`src/rtl/phase_select_mux.sv`:
```
// Per-channel phase-tap selector. Each channel synchronizes its select request
// and runs a HOLD/APPLY sequencer that freezes data_out across every phase change.
module psm_lane #(
  parameter int NPH  = 4,
  parameter int SELW = 2,
  parameter int SYNC = 3,
  parameter int HOLD = 4
) (
  input  logic            clock,
  input  logic            reset_n,
  input  logic [NPH-1:0]  i_taps,
  input  logic [SELW-1:0] i_sel,
  input  logic            i_step_mode,
  input  logic            i_step_req,
  input  logic            i_step_dir,
  output logic            o_data,
  output logic [SELW-1:0] o_sel_cur,
  output logic            o_busy,
  output logic            o_done
);
  localparam int CNTW = $clog2(HOLD + 1);

  typedef enum logic [1:0] {S_IDLE, S_HOLD, S_APPLY} state_t;

  state_t                     r_state, w_state_nxt;
  logic [SYNC-1:0][SELW-1:0]  r_sync;
  logic [SELW-1:0]            r_stab;
  logic [SELW-1:0]            r_tgt, w_tgt_nxt;
  logic [SELW-1:0]            r_sel, w_sel_nxt;
  logic [CNTW-1:0]            r_cnt, w_cnt_nxt;
  logic                       r_data, w_data_nxt;
  logic                       r_done, w_done_nxt;
  logic [SELW-1:0]            w_cand;
  logic                       w_cand_vld;

  // A candidate must survive two consecutive synced samples, so one-cycle glitches are ignored.
  assign w_cand     = r_sync[SYNC-1];
  assign w_cand_vld = (w_cand == r_stab);

  always_ff @(posedge clock or negedge reset_n) begin
    if (!reset_n) begin
      r_state <= S_IDLE;
      r_sync  <= '0;
      r_stab  <= '0;
      r_tgt   <= '0;
      r_sel   <= '0;
      r_cnt   <= '0;
      r_data  <= 1'b0;
      r_done  <= 1'b0;
    end else begin
      r_state <= w_state_nxt;
      r_sync  <= {r_sync[SYNC-2:0], i_sel};
      r_stab  <= r_sync[SYNC-1];
      r_tgt   <= w_tgt_nxt;
      r_sel   <= w_sel_nxt;
      r_cnt   <= w_cnt_nxt;
      r_data  <= w_data_nxt;
      r_done  <= w_done_nxt;
    end
  end

  always_comb begin
    w_state_nxt = r_state;
    w_tgt_nxt   = r_tgt;
    w_sel_nxt   = r_sel;
    w_cnt_nxt   = r_cnt;
    w_data_nxt  = r_data;
    w_done_nxt  = 1'b0;
    unique case (r_state)
      S_IDLE: begin
        w_data_nxt = i_taps[r_sel];
        if (i_step_mode) begin
          if (i_step_req) begin
            // NPH is a power of 2, so SELW-bit arithmetic wraps modulo NPH.
            w_tgt_nxt   = i_step_dir ? r_sel + SELW'(1) : r_sel - SELW'(1);
            w_cnt_nxt   = '0;
            w_state_nxt = S_HOLD;
          end
        end else if (w_cand_vld && (w_cand != r_sel)) begin
          w_tgt_nxt   = w_cand;
          w_cnt_nxt   = '0;
          w_state_nxt = S_HOLD;
        end
      end
      S_HOLD: begin
        if (r_cnt == CNTW'(HOLD - 1)) w_state_nxt = S_APPLY;
        else                          w_cnt_nxt   = r_cnt + CNTW'(1);
      end
      S_APPLY: begin
        w_sel_nxt   = r_tgt;
        w_done_nxt  = 1'b1;
        w_state_nxt = S_IDLE;
      end
      default: w_state_nxt = S_IDLE;
    endcase
  end

  assign o_data    = r_data;
  assign o_sel_cur = r_sel;
  assign o_busy    = (r_state != S_IDLE);
  assign o_done    = r_done;
endmodule

module phase_select_mux #(
  parameter int NCH  = 4,
  parameter int NPH  = 4,
  parameter int SELW = 2,
  parameter int SYNC = 3,
  parameter int HOLD = 4
) (
  input  logic                clock,
  input  logic                reset_n,
  input  logic [NCH*NPH-1:0]  phase_in,
  input  logic [NCH*SELW-1:0] sel_in,
  input  logic                step_mode,
  input  logic [NCH-1:0]      step_req,
  input  logic                step_dir,
  output logic [NCH-1:0]      data_out,
  output logic [NCH*SELW-1:0] sel_cur,
  output logic [NCH-1:0]      busy,
  output logic [NCH-1:0]      change_done
);
  for (genvar c = 0; c < NCH; c++) begin : g_ch
    psm_lane #(.NPH(NPH), .SELW(SELW), .SYNC(SYNC), .HOLD(HOLD)) u_lane (
      .clock       (clock),
      .reset_n     (reset_n),
      .i_taps      (phase_in[c*NPH +: NPH]),
      .i_sel       (sel_in[c*SELW +: SELW]),
      .i_step_mode (step_mode),
      .i_step_req  (step_req[c]),
      .i_step_dir  (step_dir),
      .o_data      (data_out[c]),
      .o_sel_cur   (sel_cur[c*SELW +: SELW]),
      .o_busy      (busy[c]),
      .o_done      (change_done[c])
    );
  end
endmodule

```
`config.mk`:
```
export PLATFORM = sky130hd
export DESIGN_NAME = phase_select_mux
export DESIGN_NICKNAME = d
export VERILOG_FILES = /design/src/rtl/phase_select_mux.sv
export SDC_FILE = /design/constraint.sdc
export NUM_CORES = 1
export LEC_CHECK = 0
export CORE_MARGIN = 2
export CORE_UTILIZATION = 31
export DETAILED_ROUTE_END_ITERATION = 10
export MAX_ROUTING_LAYER = met4
export PLACE_DENSITY = 0.5
export SETUP_SLACK_MARGIN = 0.1
export SYNTH_ARGS = -nofsm -noshare
export SYNTH_HDL_FRONTEND = slang
export SYNTH_HIERARCHICAL = 1
export SYNTH_SLANG_ARGS = --single-unit
export TNS_END_PERCENT = 100
```
`constraint.sdc`:
```
create_clock -name clock -period 1.5 [get_ports clock]
set_input_delay 0.225 -clock clock [delete_from_list [all_inputs] [get_ports clock]]
set_output_delay 0.225 -clock clock [all_outputs]
set_load 0.01 [all_outputs]
```
==> metrics.cfg <==
[logic_synthesis]
synthFlopType=dfrtp_1
synth_edf_count=0
synth_fp_nets=288
synthArstFlopShare_pct=100.0
ys_types=24
yosysTopAreaCell=dfrtp_1
synthXorXnorAreaFrac_pct=6.383
synthMuxAreaShare_pct=8.663
synth_top_cell_area_share_pct=57.75
synth_common_cells=76 x dfrtp_1, 16 x a22o_1, 16 x nand2_1, 16 x xnor2_1
yosysMostFrequentCell=dfrtp_1
yosys.area_share.adder_pct=3.040
syn_area_um2=3293
synth-compound-area-share_pct=14.44
ys_ff_latch=76
yosys.area_share.simple_pct=7.599
synth_area_leaders=dfrtp_1 58%, a22o_1 4.3%, xnor2_1 4.3%
ys.warnings.count=6
synth_top_family_by_area=compound AO/OA/AOI/OAI gates
syn-instance-count=248
ys_seq_area_share_pct=57.75
postSynthAreaPerCell_um2=13.28

[grt]
overflow=0
antenna_found_initial=0
grt_pass1_wl_um=11850
grt_usage_pct=13.60
grt_pass1_vias=2404
grt_max_degree=43

[route]
postRouteAntennaNets=0
drtPass1Iterations=4
viasPerCell=4.718
wirelength_um=7279
via_count=2340
routedWlPerCell_um=14.68
drt_iter0_drc=59
drc_errors=0

[place]
place_ws_ps=-119.1
finalWeightedCongestion=0.8035
hpwl_um=4580
io_buffer_count=51

[outcome]
status=completed

[floorplanning]
start_util_pct=31.90
fp.dieW_um=107.1
fp.dieH_um=107.1
core_area_um2=10320
fp-row-count=37
io_pins=52
die_area_um2=11460

[final_layout]
layout-drive-gt1-share_pct=39.17
n_antenna_cell=0
syn_to_final_growth_pct=48.78
fin_nets=395
final_util_pct=47.46

[critical_path]
criticalPathCategory=flip-flop to flip-flop
max_stage_delay_ps=360
cp_slowest_cell=dfrtp_1
required_ps=1730
crit_path_end_kind=flip-flop
worst_setup_path_start_kind=flip-flop
crit_chain=ha_2 -> ha_4 -> nor2_2 -> mux2_4 -> a22o_1 -> a21o_1
cp.arrival_ps=1700
path_max_fanout=4

[flow_run]
cap_viol_max_count=0

[timing]
finalSetupViolations=0
finalCriticalPeriod_ps=1473
drv_slew=0
worst_slew_pin_slew_ps=324.7
timing.fmax_mhz=678.8
rsz0062_at_grt=yes
skew_ps=11.92
finalHoldViolations=0
hold-worst-slack_ps=230.8
period_share_pct=98.21
setup-tns-final_ps=0
setup_ws_ps=26.90
maxSlewHeadroom_pct=78.35

[min_path]
hold_path_class=input port to async pin

[pwr]
p_sw_share_pct=32.63
p_clk_share_pct=18.6
power.internal_mw=6.407
ir_worst_vdd_mv=0.6944
p_comb_share_pct=48.9
p_sw_mw=3.103
p_leak_nw=2.198
seqPwrFrac_pct=32.5
power-per-cell-area_nw_per_um2=1941

[cts]
cts_tree=built
cts.sinks=76
cts_max_level=3
cts.reportedPaths.clkPinSlew_ps=80
clk_latency_ps=340
root_buffer=clkbuf_8
cts_buffer_depth=2
cts_buffers=9

metal layers:
metal,wire length (um),vias to the layer above,global-route usage [%]
met3,333,9,3.708
met4,93,0,4.174
met5,0,-,-
met1,3405,1168,17.11
met2,3447,50,21.47
li1,-,1113,-
power groups by stage:
stage / registers, mW / logic [mW] / clock network [mW]
after detailed placement: 3.18 / 3.77 / 0
after floorplan: 3.14 / 2.30 / 0
after global placement: 3.18 / 3.70 / 0
final: 3.09 / 4.65 / 1.77
after CTS: 3.04 / 4.27 / 1.83
after global routing: 3.18 / 5.07 / 1.90
stage by stage:
stage | area, um^2 | power, mW | cells
4_1_cts | 4701 | 9.140 | 488
2_1_floorplan | 3368 | 5.444 | 248
5_1_grt | 4900 | 10.15 | 496
3_3_place_gp | 4274 | 6.879 | 456
6_report | 4900 | 9.510 | 496
3_5_place_dp | 4274 | 6.947 | 456
worst paths after layout:
kind | from | endpoint | slack, ps | cells past startpoint
setup / recovery | g_ch[3].u_lane/r_cnt[1] | g_ch[3].u_lane/r_cnt[0] | 30 | 6
hold / removal | reset_n | g_ch[1].u_lane/o_data | 230 | 2
setup reg to reg | g_ch[3].u_lane/r_cnt[1] | g_ch[3].u_lane/r_cnt[0] | 30 | 6
hold reg to reg | g_ch[0].u_lane/r_sync[2] | g_ch[0].u_lane/w_cand[0] | 350 | 0
max in group asynchronous | reset_n | g_ch[2].u_lane/o_sel_cur[0] | 830 | 3
min in group clock | sel_in[4] | g_ch[2].u_lane/r_sync[0] | 320 | 1
worst max-delay path, delay by kind of cell (launching register included):
kind | cells | cell delay (ps)
mux | 1 | 260
compound gates | 2 | 330
fa+ha+maj | 2 | 360
simple gates | 1 | 50
flops | 1 | 360
flip-flops by register name, summed over array words and instances, names as in the netlist:
name / count
g_ch.u_lane/o_done: 4
g_ch.u_lane/o_sel_cur: 8
g_ch.u_lane/r_tgt: 8
g_ch.u_lane/r_cnt: 12
g_ch.u_lane/r_state: 8
g_ch.u_lane/w_cand: 8
g_ch.u_lane/o_data: 4
g_ch.u_lane/r_stab: 8
g_ch.u_lane/r_sync: 16
cell usage in the layout, fill, tap and decap left out, drive strengths merged, types with 8 or more instances in the layout:
cell           instances
xnor2                 16
a22o                  16
xor2                   8
o221a                  8
clkdlybuf4s50         30
nand2                 16
inv                    8
nor2                  12
clkbuf                16
buf                   56
mux2                  16
dfrtp                 76
dlygate4sd2           11
ha                     8
a21o                  12
cell type report:
type / instances / area, um^2
fillers: 934 / 5424
flip-flops and latches: 76 / 1912
multi-input cells: 156 / 1613
repair buffers: 104 / 947.2
well taps: 136 / 170.2
clock buffers: 12 / 155.1
clock inverters: 4 / 72.57
inverters: 8 / 30.03
timing repair:
item / in CTS / in global routing
setup endpoints to repair: 42 / 34
setup buffers: 15 / 8
gates resized for setup: 52 / 40
hold buffers: 1 / 0
pin swaps: 22 / 25
hold endpoints to repair: 76 / 0
kinds of logic (layout without fill, tap and decap cells):
logic type	after synthesis	after routing
AND/OR/NAND/NOR	48	48
XOR/XNOR	24	24
AO/OA/AOI/OAI	56	56
multiplexers	20	20
flip-flops	76	76
buffers and inverters	16	128
adder cells (fa/ha/maj)	8	8
(Power assumes the default switching activity.)
